**config.mk**
```make
export PLATFORM = sky130hd
export DESIGN_NAME = seq_sub64
export DESIGN_NICKNAME = d
export VERILOG_FILES = /design/src/rtl/seq_sub_pkg.sv /design/src/rtl/seq_sub64_sub_chunk.sv /design/src/rtl/seq_sub64.sv
export SDC_FILE = /design/constraint.sdc
export NUM_CORES = 1
export LEC_CHECK = 0
export ABC_AREA = 1
export CAP_MARGIN = 10
export CORE_ASPECT_RATIO = 0.75
export CORE_MARGIN = 10
export CORE_UTILIZATION = 53
export CTS_BUF_LIST = sky130_fd_sc_hd__clkbuf_4
export CTS_CLUSTER_SIZE = 12
export DETAILED_ROUTE_END_ITERATION = 8
export PLACE_DENSITY = 0.83
export SLEW_MARGIN = 20
export SYNTH_ARGS = -nofsm -noshare
export SYNTH_HDL_FRONTEND = slang
export SYNTH_HIERARCHICAL = 1
export SYNTH_SLANG_ARGS = --single-unit
```
**constraint.sdc**
```tcl
create_clock -name clk -period 6.75 [get_ports clk]
set_clock_uncertainty 0.05 [all_clocks]
set_input_delay 0.675 -clock clk [delete_from_list [all_inputs] [get_ports clk]]
set_output_delay 0.675 -clock clk [all_outputs]
set_load 0.01 [all_outputs]
```
**src/rtl/seq_sub_pkg.sv**
```systemverilog
// Shared definitions for the sequential subtractor: FSM encoding and
// elaboration-time helpers for the chunk count and counter width.
package seq_sub_pkg;

  typedef enum logic [1:0] {
    IDLE = 2'd0,
    RUN  = 2'd1,
    DONE = 2'd2
  } state_t;

  localparam int DEF_WIDTH = 64;
  localparam int DEF_CHUNK = 8;

  function automatic int calc_ncyc(input int width, input int chunk);
    return (chunk > 0) ? (width / chunk) : 1;
  endfunction

  // A single-chunk configuration still needs a 1-bit counter.
  function automatic int calc_cnt_w(input int ncyc);
    return (ncyc <= 1) ? 1 : $clog2(ncyc);
  endfunction

endpackage

```
**src/rtl/seq_sub64_sub_chunk.sv**
```systemverilog
// CHUNK-bit ripple of full-adder cells; subtraction is done by the caller
// feeding the inverted subtrahend and an inverted borrow as carry-in.
module full_adder (
  input  logic a,
  input  logic b,
  input  logic cin,
  output logic s,
  output logic cout
);

  assign s    = a ^ b ^ cin;
  assign cout = (a & b) | (cin & (a ^ b));

endmodule

module sub_chunk #(
  parameter int CHUNK = 8
) (
  input  logic [CHUNK-1:0] a,
  input  logic [CHUNK-1:0] nb,
  input  logic             cin,
  output logic [CHUNK-1:0] s,
  output logic             cout
);

  logic [CHUNK:0] c;

  assign c[0] = cin;

  for (genvar i = 0; i < CHUNK; i++) begin : g_fa
    full_adder u_fa (
      .a    (a[i]),
      .b    (nb[i]),
      .cin  (c[i]),
      .s    (s[i]),
      .cout (c[i+1])
    );
  end

  assign cout = c[CHUNK];

endmodule

```
**src/rtl/seq_sub64.sv**
```systemverilog
// Multi-cycle ripple-borrow subtractor: diff = a - b - bin, one CHUNK-bit
// slice per clock through a single sub_chunk, behind valid/ready handshakes.
//
//  state | meaning
//  IDLE  | waiting for operands, in_ready=1
//  RUN   | one chunk per cycle, carry held in carry_q
//  DONE  | result and flags presented until out_ready
module seq_sub64
  import seq_sub_pkg::*;
#(
  parameter int WIDTH = DEF_WIDTH,
  parameter int CHUNK = DEF_CHUNK
) (
  input  logic             clk,
  input  logic             rst_n,
  input  logic             in_valid,
  output logic             in_ready,
  input  logic [WIDTH-1:0] a,
  input  logic [WIDTH-1:0] b,
  input  logic             bin,
  output logic             out_valid,
  input  logic             out_ready,
  output logic [WIDTH-1:0] diff,
  output logic             bout,
  output logic             ovf,
  output logic             zero
);

  localparam int NCYC = calc_ncyc(WIDTH, CHUNK);
  localparam int CW   = calc_cnt_w(NCYC);
  localparam logic [CW-1:0] CNT_LAST = CW'(NCYC - 1);

  if (WIDTH % CHUNK != 0) begin : g_bad_cfg
    $error("seq_sub64: WIDTH must be a multiple of CHUNK");
  end

  state_t           state_q, state_d;
  logic [WIDTH-1:0] a_q, a_d;
  logic [WIDTH-1:0] nb_q, nb_d;
  logic [WIDTH-1:0] diff_q, diff_d;
  logic             carry_q, carry_d;
  logic [CW-1:0]    cnt_q, cnt_d;

  logic [CHUNK-1:0] a_chunk, nb_chunk, s_chunk;
  logic             c_chunk;

  assign a_chunk  = a_q[int'(cnt_q)*CHUNK +: CHUNK];
  assign nb_chunk = nb_q[int'(cnt_q)*CHUNK +: CHUNK];

  sub_chunk #(.CHUNK(CHUNK)) u_sub_chunk (
    .a    (a_chunk),
    .nb   (nb_chunk),
    .cin  (carry_q),
    .s    (s_chunk),
    .cout (c_chunk)
  );

  always_ff @(posedge clk or negedge rst_n) begin
    if (!rst_n) begin
      state_q <= IDLE;
      a_q     <= '0;
      nb_q    <= '0;
      diff_q  <= '0;
      carry_q <= 1'b0;
      cnt_q   <= '0;
    end else begin
      state_q <= state_d;
      a_q     <= a_d;
      nb_q    <= nb_d;
      diff_q  <= diff_d;
      carry_q <= carry_d;
      cnt_q   <= cnt_d;
    end
  end

  always_comb begin
    state_d = state_q;
    a_d     = a_q;
    nb_d    = nb_q;
    diff_d  = diff_q;
    carry_d = carry_q;
    cnt_d   = cnt_q;
    unique case (state_q)
      IDLE: begin
        if (in_valid) begin
          a_d     = a;
          nb_d    = ~b;
          carry_d = ~bin;
          diff_d  = '0;
          cnt_d   = '0;
          state_d = RUN;
        end
      end
      RUN: begin
        diff_d[int'(cnt_q)*CHUNK +: CHUNK] = s_chunk;
        carry_d = c_chunk;
        if (cnt_q == CNT_LAST) begin
          state_d = DONE;
        end else begin
          cnt_d = cnt_q + CW'(1);
        end
      end
      DONE: begin
        if (out_ready) begin
          state_d = IDLE;
        end
      end
      default: state_d = IDLE;
    endcase
  end

  // Flags are forced low outside DONE so reset and abort both leave them at 0.
  assign in_ready  = (state_q == IDLE);
  assign out_valid = (state_q == DONE);
  assign diff      = diff_q;
  assign bout      = out_valid & ~carry_q;
  assign ovf       = out_valid & (a_q[WIDTH-1] ^ ~nb_q[WIDTH-1]) & (a_q[WIDTH-1] ^ diff_q[WIDTH-1]);
  assign zero      = out_valid & ~|diff_q;

endmodule

```
==> results of run 1 <==
[cells by family (layout without fill, tap and decap cells)]
logic type | Yosys count | in the layout
buffers and inverters | 94 | 266
other | 0 | 1
adders and majority gates | 13 | 13
and+or+nand+nor | 677 | 677
DFF | 198 | 198
AOI/OAI and AO/OA | 181 | 181
[metrics by stage]
| step | instance area (µm²) | utilization | hold WS [ns] |
|---|---|---|---|
| floorplan | 9316 | - | 0.3294 |
| global placement | 11400 | 0.6691 | 0.4085 |
| detailed placement | 11400 | 0.6691 | 0.4138 |
| CTS | 11670 | 0.6852 | 0.1487 |
| global route | 11680 | 0.6856 | 0.1653 |
| finish | 11680 | 0.6856 | 0.1166 |
[power groups by stage]
stage,clock [mW],sequential [mW],combinational [mW]
2_1_floorplan,0,2.02,1.99
6_report,0.629,2.08,3.23
5_1_grt,0.690,2.14,3.54
3_3_place_gp,0,2.08,3.01
3_5_place_dp,0,2.09,3.11
4_1_cts,0.632,2.07,3.14
[flip-flops by register name, summed over array words and instances (netlist names)]
signal	count
cnt_q	3
a_q	64
nb_q	64
state_q	2
carry_q	1
diff	64
[synthesized netlist by cell type, types with 3 or more instances]
cell,number,share of area
nand2_1,385,0.16
dfrtp_1,198,0.53
nor2_1,164,0.066
o21ai_0,149,0.080
nand3_1,74,0.040
clkbuf_1,37,0.015
nand4_1,28,0.019
o22ai_1,24,0.016
buf_2,20,0.011
inv_1,17,0.0068
inv_2,9,0.0036
fa_1,8,0.017
buf_1,7,0.0028
nand2_2,7,0.0047
o21ai_1,6,0.0032
or2_2,6,0.0040
ha_1,5,0.0067
nor2_4,5,0.0060
nor2_2,3,0.0020
[critical path, cell delays in order, from the launching register on]
cell and delay [ns]:
dfrtp_2 0.64, inv_2 0.46, o21ai_0 0.37, o22ai_1 0.10, nor2_1 0.09, nor2_1 0.07, fa_1 0.44, fa_1 0.39
fa_1 0.42, fa_1 0.40, fa_1 0.39, fa_1 0.41, fa_1 0.40, fa_1 0.62, nand3_1 0.13, nor2_1 0.21
nand4_1 0.13, nand2_1 0.10
[worst max-delay path by stage]
stage,startpoint,to,slack (ns),cells past startpoint
final,cnt_q[0]$_DFFE_PN0P_,diff[55]$_DFFE_PN0P_,0.84,17
after global routing,cnt_q[0]$_DFFE_PN0P_,diff[55]$_DFFE_PN0P_,0.62,17
after global placement,cnt_q[0]$_DFFE_PN0P_,diff[23]$_DFFE_PN0P_,1.27,17
after detailed placement,cnt_q[0]$_DFFE_PN0P_,diff[23]$_DFFE_PN0P_,1.10,17
after floorplan,cnt_q[1]$_DFFE_PN0P_,diff[15]$_DFFE_PN0P_,1.88,19
after CTS,cnt_q[0]$_DFFE_PN0P_,diff[55]$_DFFE_PN0P_,1.0,17
[layout make-up]
type	count	share of cell area
flip-flops and latches	198	0.4245
multi-input cells	871	0.3411
repair buffers	207	0.1768
well taps	236	0.02529
clock inverters	15	0.01254
clock buffers	17	0.01093
inverters	27	0.008680
diodes	1	0.0002143
[metal layers]
| metal | wire length, µm | part of all wire | vias to the layer above | track usage |
|---|---|---|---|---|
| met2 | 12230 | 0.43 | 474 | 0.3461 |
| met3 | 2919 | 0.10 | 49 | 0.06267 |
| met5 | 0 | 0 | - | 0 |
| li1 | - | - | 4099 | - |
| met1 | 12860 | 0.45 | 4101 | 0.3579 |
| met4 | 497 | 0.017 | 0 | 0.06355 |
==> out/results.tsv, run 1 <==
metric	value	unit
cts_resized	0	
muxShareOfSynthArea	0	
clkTransAtPathRegs	0.17	ns
p_per_area	508.8	nW/µm²
synth_simple_gate_area_share	0.3014	
yosys_warnings	6	
post_cts_buffers	0	
synthAdderAreaFrac	0.02391	
multi_input_area	3983	µm²
seq_power_share	0.350	
synth_fp_nets	1309	
pre_cts_slack	1.101	ns
layout_common_cells	385 x nand2_1, 200 x clkdlybuf4s50_1, 197 x dfrtp_1	
start_util	0.5470	
clock_sinks	198	
switchingPower	2.873	mW
io_buffers	201	
p_int	3.068	mW
leakage	5.574	nW
setup_viol_count_final	0	
period_needed	5.908	ns
ant_nets	0	
place_inst	1539	
r2r_slack	0.84	ns
core	17030	µm²
drt_wl_total	28.51	mm
tightest_slew	1.002	ns
outcome	finished clean	
rr_worst_depth	17	
rsz0062_at_grt	false	
antenna_found_initial	1	
drv_cap	0	
final_nets	1468	
clk_path_buf_depth	2	
p_comb_frac	0.544	
gp_congestion	0.8908	
async_flop_share	1.000	
fillers	1401	
vias	8723	
power	5.941	mW
r2r_end	diff[55]$_DFFE_PN0P_	
drt_iter0_drc	1199	
finalMaxSlewViolations	0	
start_kind	register	
synth_top_family_by_area	simple AND/OR/NAND/NOR gates	
cts-root-buf	clkbuf_4	
drtPass1Iterations	7	
insertion_delay	0.61	ns
final-seq-area	4956	µm²
area_delta_synth_final	25.33	%
gr-usage-all-layers	0.2428	
fp.dieArea	23340	µm²
worstReg2RegStart	cnt_q[0]$_DFFE_PN0P_	
final_hold_viol_count	0	
final_cells	1572	
cts_tree	built	
syn_area_per_cell	8.011	µm²
holdBufCountCts	0	
synth_cells	1163	
htreeDepth	4	
synth_edf_count	0	
grt_max_degree	134	
finalCritPeriodShare	0.8753	
fin_ws	0.8416	ns
power.clock.fraction	0.106	
syn-cell-area	9316	µm²
dp_hpwl	20.69	mm
cp.arrival	6.42	ns
grt-ovfl-total	0	
final_common_cell	nand2_1	
layout-drive-gt1-share	0.05243	
fmax	169.3	MHz
worst-endpoint-required	7.26	ns
grt_pass1_vias	8360	
min_path_type	input port to asynchronous set/reset pin	
seq_area_frac_synth	0.5318	
die_h	134.8	µm
synth_compound_area_frac	0.1007	
die_w	173.1	µm
wl_per_cell	18.14	µm
synth_xor_area_frac	0	
fp-row-count	41	
via_per_inst	5.549	
drc_errors	0	
ys_ff_latch	198	
io_pins	202	
cp_max_fo	60	
relSlewSlack	0.3321	
critPathKind	register to register	
ys_types	28	
crit_path_end_kind	register	
finalSetupTns	0	ns
synth_flop_cell	dfrtp_1	
p_sw_frac	0.4836	
grt_pass1_wl	45.91	mm
vdd_drop_max	0.0002775	V
cts_buffers	17	
Note: power is estimated with default switching activity, not from simulation.
==> run 2: changes to the inputs <==
--- a/config.mk
+++ b/config.mk
@@ -7,13 +7,15 @@
 export LEC_CHECK = 0
 export ABC_AREA = 1
 export CAP_MARGIN = 10
+export CELL_PAD_IN_SITES_DETAIL_PLACEMENT = 0
+export CELL_PAD_IN_SITES_GLOBAL_PLACEMENT = 2
 export CORE_ASPECT_RATIO = 0.75
 export CORE_MARGIN = 10
-export CORE_UTILIZATION = 53
+export CORE_UTILIZATION = 30
 export CTS_BUF_LIST = sky130_fd_sc_hd__clkbuf_4
 export CTS_CLUSTER_SIZE = 12
 export DETAILED_ROUTE_END_ITERATION = 8
-export PLACE_DENSITY = 0.83
+export PLACE_DENSITY_LB_ADDON = 0.1
 export SLEW_MARGIN = 20
 export SYNTH_ARGS = -nofsm -noshare
 export SYNTH_HDL_FRONTEND = slang
==> run 2 against run 1 <==
  * Via count is 3.8% lower
  * Setup slack better by 0.55 ns
  * Clock power rose by 7.5%
  * Sequential share of layout area is 0.96 points lower
==> out/results.tsv, run 2 (same netlist as run 1, synthesis figures left out) <==
metric	value	unit
outcome	finished clean	
grt_max_degree	148	
clock_sinks	198	
dp_hpwl	25.65	mm
drv_cap	0	
leakage	5.594	nW
drtPass1Iterations	5	
relSlewSlack	0.3413	
die_w	223.5	µm
vdd_drop_max	0.0001861	V
drt_wl_total	34.61	mm
cp_max_fo	22	
start_kind	register	
p_per_area	503.7	nW/µm²
start_util	0.3063	
gp_congestion	0.8435	
clkTransAtPathRegs	0.17	ns
fillers	3231	
clk_path_buf_depth	2	
wl_per_cell	19.89	µm
cts_resized	0	
fp.dieArea	38580	µm²
insertion_delay	0.64	ns
gr-usage-all-layers	0.1802	
core	30420	µm²
vias	8395	
drc_errors	0	
final_common_cell	nand2_1	
cts_buffers	17	
grt-ovfl-total	0	
finalSetupTns	0	ns
grt_pass1_wl	54.30	mm
min_path_type	input port to asynchronous set/reset pin	
layout_common_cells	385 x nand2_1, 200 x clkdlybuf4s50_1, 197 x dfrtp_1	
critPathKind	register to register	
holdWs	0.03186	ns
drt_iter0_drc	684	
final_nets	1472	
setup_viol_count_final	0	
finalMaxSlewViolations	0	
period_needed	5.359	ns
worst-endpoint-required	7.27	ns
antenna_found_initial	1	
multi_input_area	3983	µm²
die_h	172.6	µm
via_per_inst	4.825	
tightest_slew	0.9880	ns
layout-drive-gt1-share	0.05377	
ant_nets	0	
final-seq-area	4956	µm²
cp.arrival	5.88	ns
fmax	186.6	MHz
place_inst	1705	
final_hold_viol_count	0	
finalCritPeriodShare	0.7939	
crit_path_end_kind	register	
grt_pass1_vias	8610	
holdBufCountCts	0	
cts-root-buf	clkbuf_4	
fp-row-count	55	
area_delta_synth_final	28.22	%
io_buffers	201	
io_pins	202	
rsz0062_at_grt	false	
post_cts_buffers	0	
htreeDepth	4	
final_cells	1740	
cts_tree	built	
run 2: report_power, final:
| part | total, mW | leakage (nW) | switching (mW) | internal [mW] |
|---|---|---|---|---|
| registers | 2.09 | 2.54 | 0.395 | 1.69 |
| logic | 3.25 | 2.91 | 2.09 | 1.17 |
| clock network | 0.676 | 0.144 | 0.426 | 0.251 |
| total | 6.02 | 5.59 | 2.91 | 3.11 |
run 2: cell type report:
type,count,area share
Tap cell,399,0.04179
Multi-Input combinational cell,871,0.3334
Timing Repair Buffer,211,0.1767
Clock inverter,15,0.01362
Inverter,27,0.008484
Antenna cell,2,0.0004190
Clock buffer,17,0.01068
Sequential cell,198,0.4149
run 2: layer usage:
metal  vias up  wire length [µm]  share of wire  track usage
met5         -                 0              0            0
met4         0               261         0.0075      0.03231
met3        12              2123          0.061      0.04921
met2       224             13520           0.39       0.2388
met1      4047             18700           0.54       0.2813
li1       4112                 -              -            -
run 2: final timing paths:
path,from,to,slack [ns],cells past startpoint
worst max-delay path,cnt_q[1]$_DFFE_PN0P_,diff[15]$_DFFE_PN0P_,1.39,18
worst min-delay path,rst_n,a_q[34]$_DFFE_PN0P_,0.03,1
worst max register to register,cnt_q[1]$_DFFE_PN0P_,diff[15]$_DFFE_PN0P_,1.39,18
worst min register to register,a_q[41]$_DFFE_PN0P_,a_q[41]$_DFFE_PN0P_,0.45,2
max in group asynchronous,rst_n,diff[33]$_DFFE_PN0P_,5.44,3
min in group clk,a_q[41]$_DFFE_PN0P_,a_q[41]$_DFFE_PN0P_,0.45,2
run 2: per-stage QoR:
| stage | worst slack, ns | utilization | area [µm²] | total power, mW |
|---|---|---|---|---|
| floorplan | 1.884 | - | 9316 | 4.012 |
| CTS | 1.418 | 0.3917 | 11910 | 6.076 |
| finish | 1.391 | 0.3927 | 11950 | 6.016 |
| global placement | 1.475 | 0.3821 | 11620 | 5.366 |
| global route | 1.079 | 0.3926 | 11940 | 6.602 |
| detailed placement | 1.441 | 0.3821 | 11620 | 5.380 |
run 2: critical path, cell delays in order (launching register included):
cell     delay (ns)
dfrtp_1        0.55
inv_2          0.37
nor2_1         0.08
o21ai_0        0.10
o21ai_0        0.12
nor2_1         0.10
nor2_1         0.08
fa_1           0.43
fa_1           0.38
fa_1           0.39
fa_1           0.39
fa_1           0.40
fa_1           0.39
fa_1           0.39
fa_1           0.57
nand3_1        0.15
nor2_1         0.20
nand2_1        0.07
o21ai_0        0.08
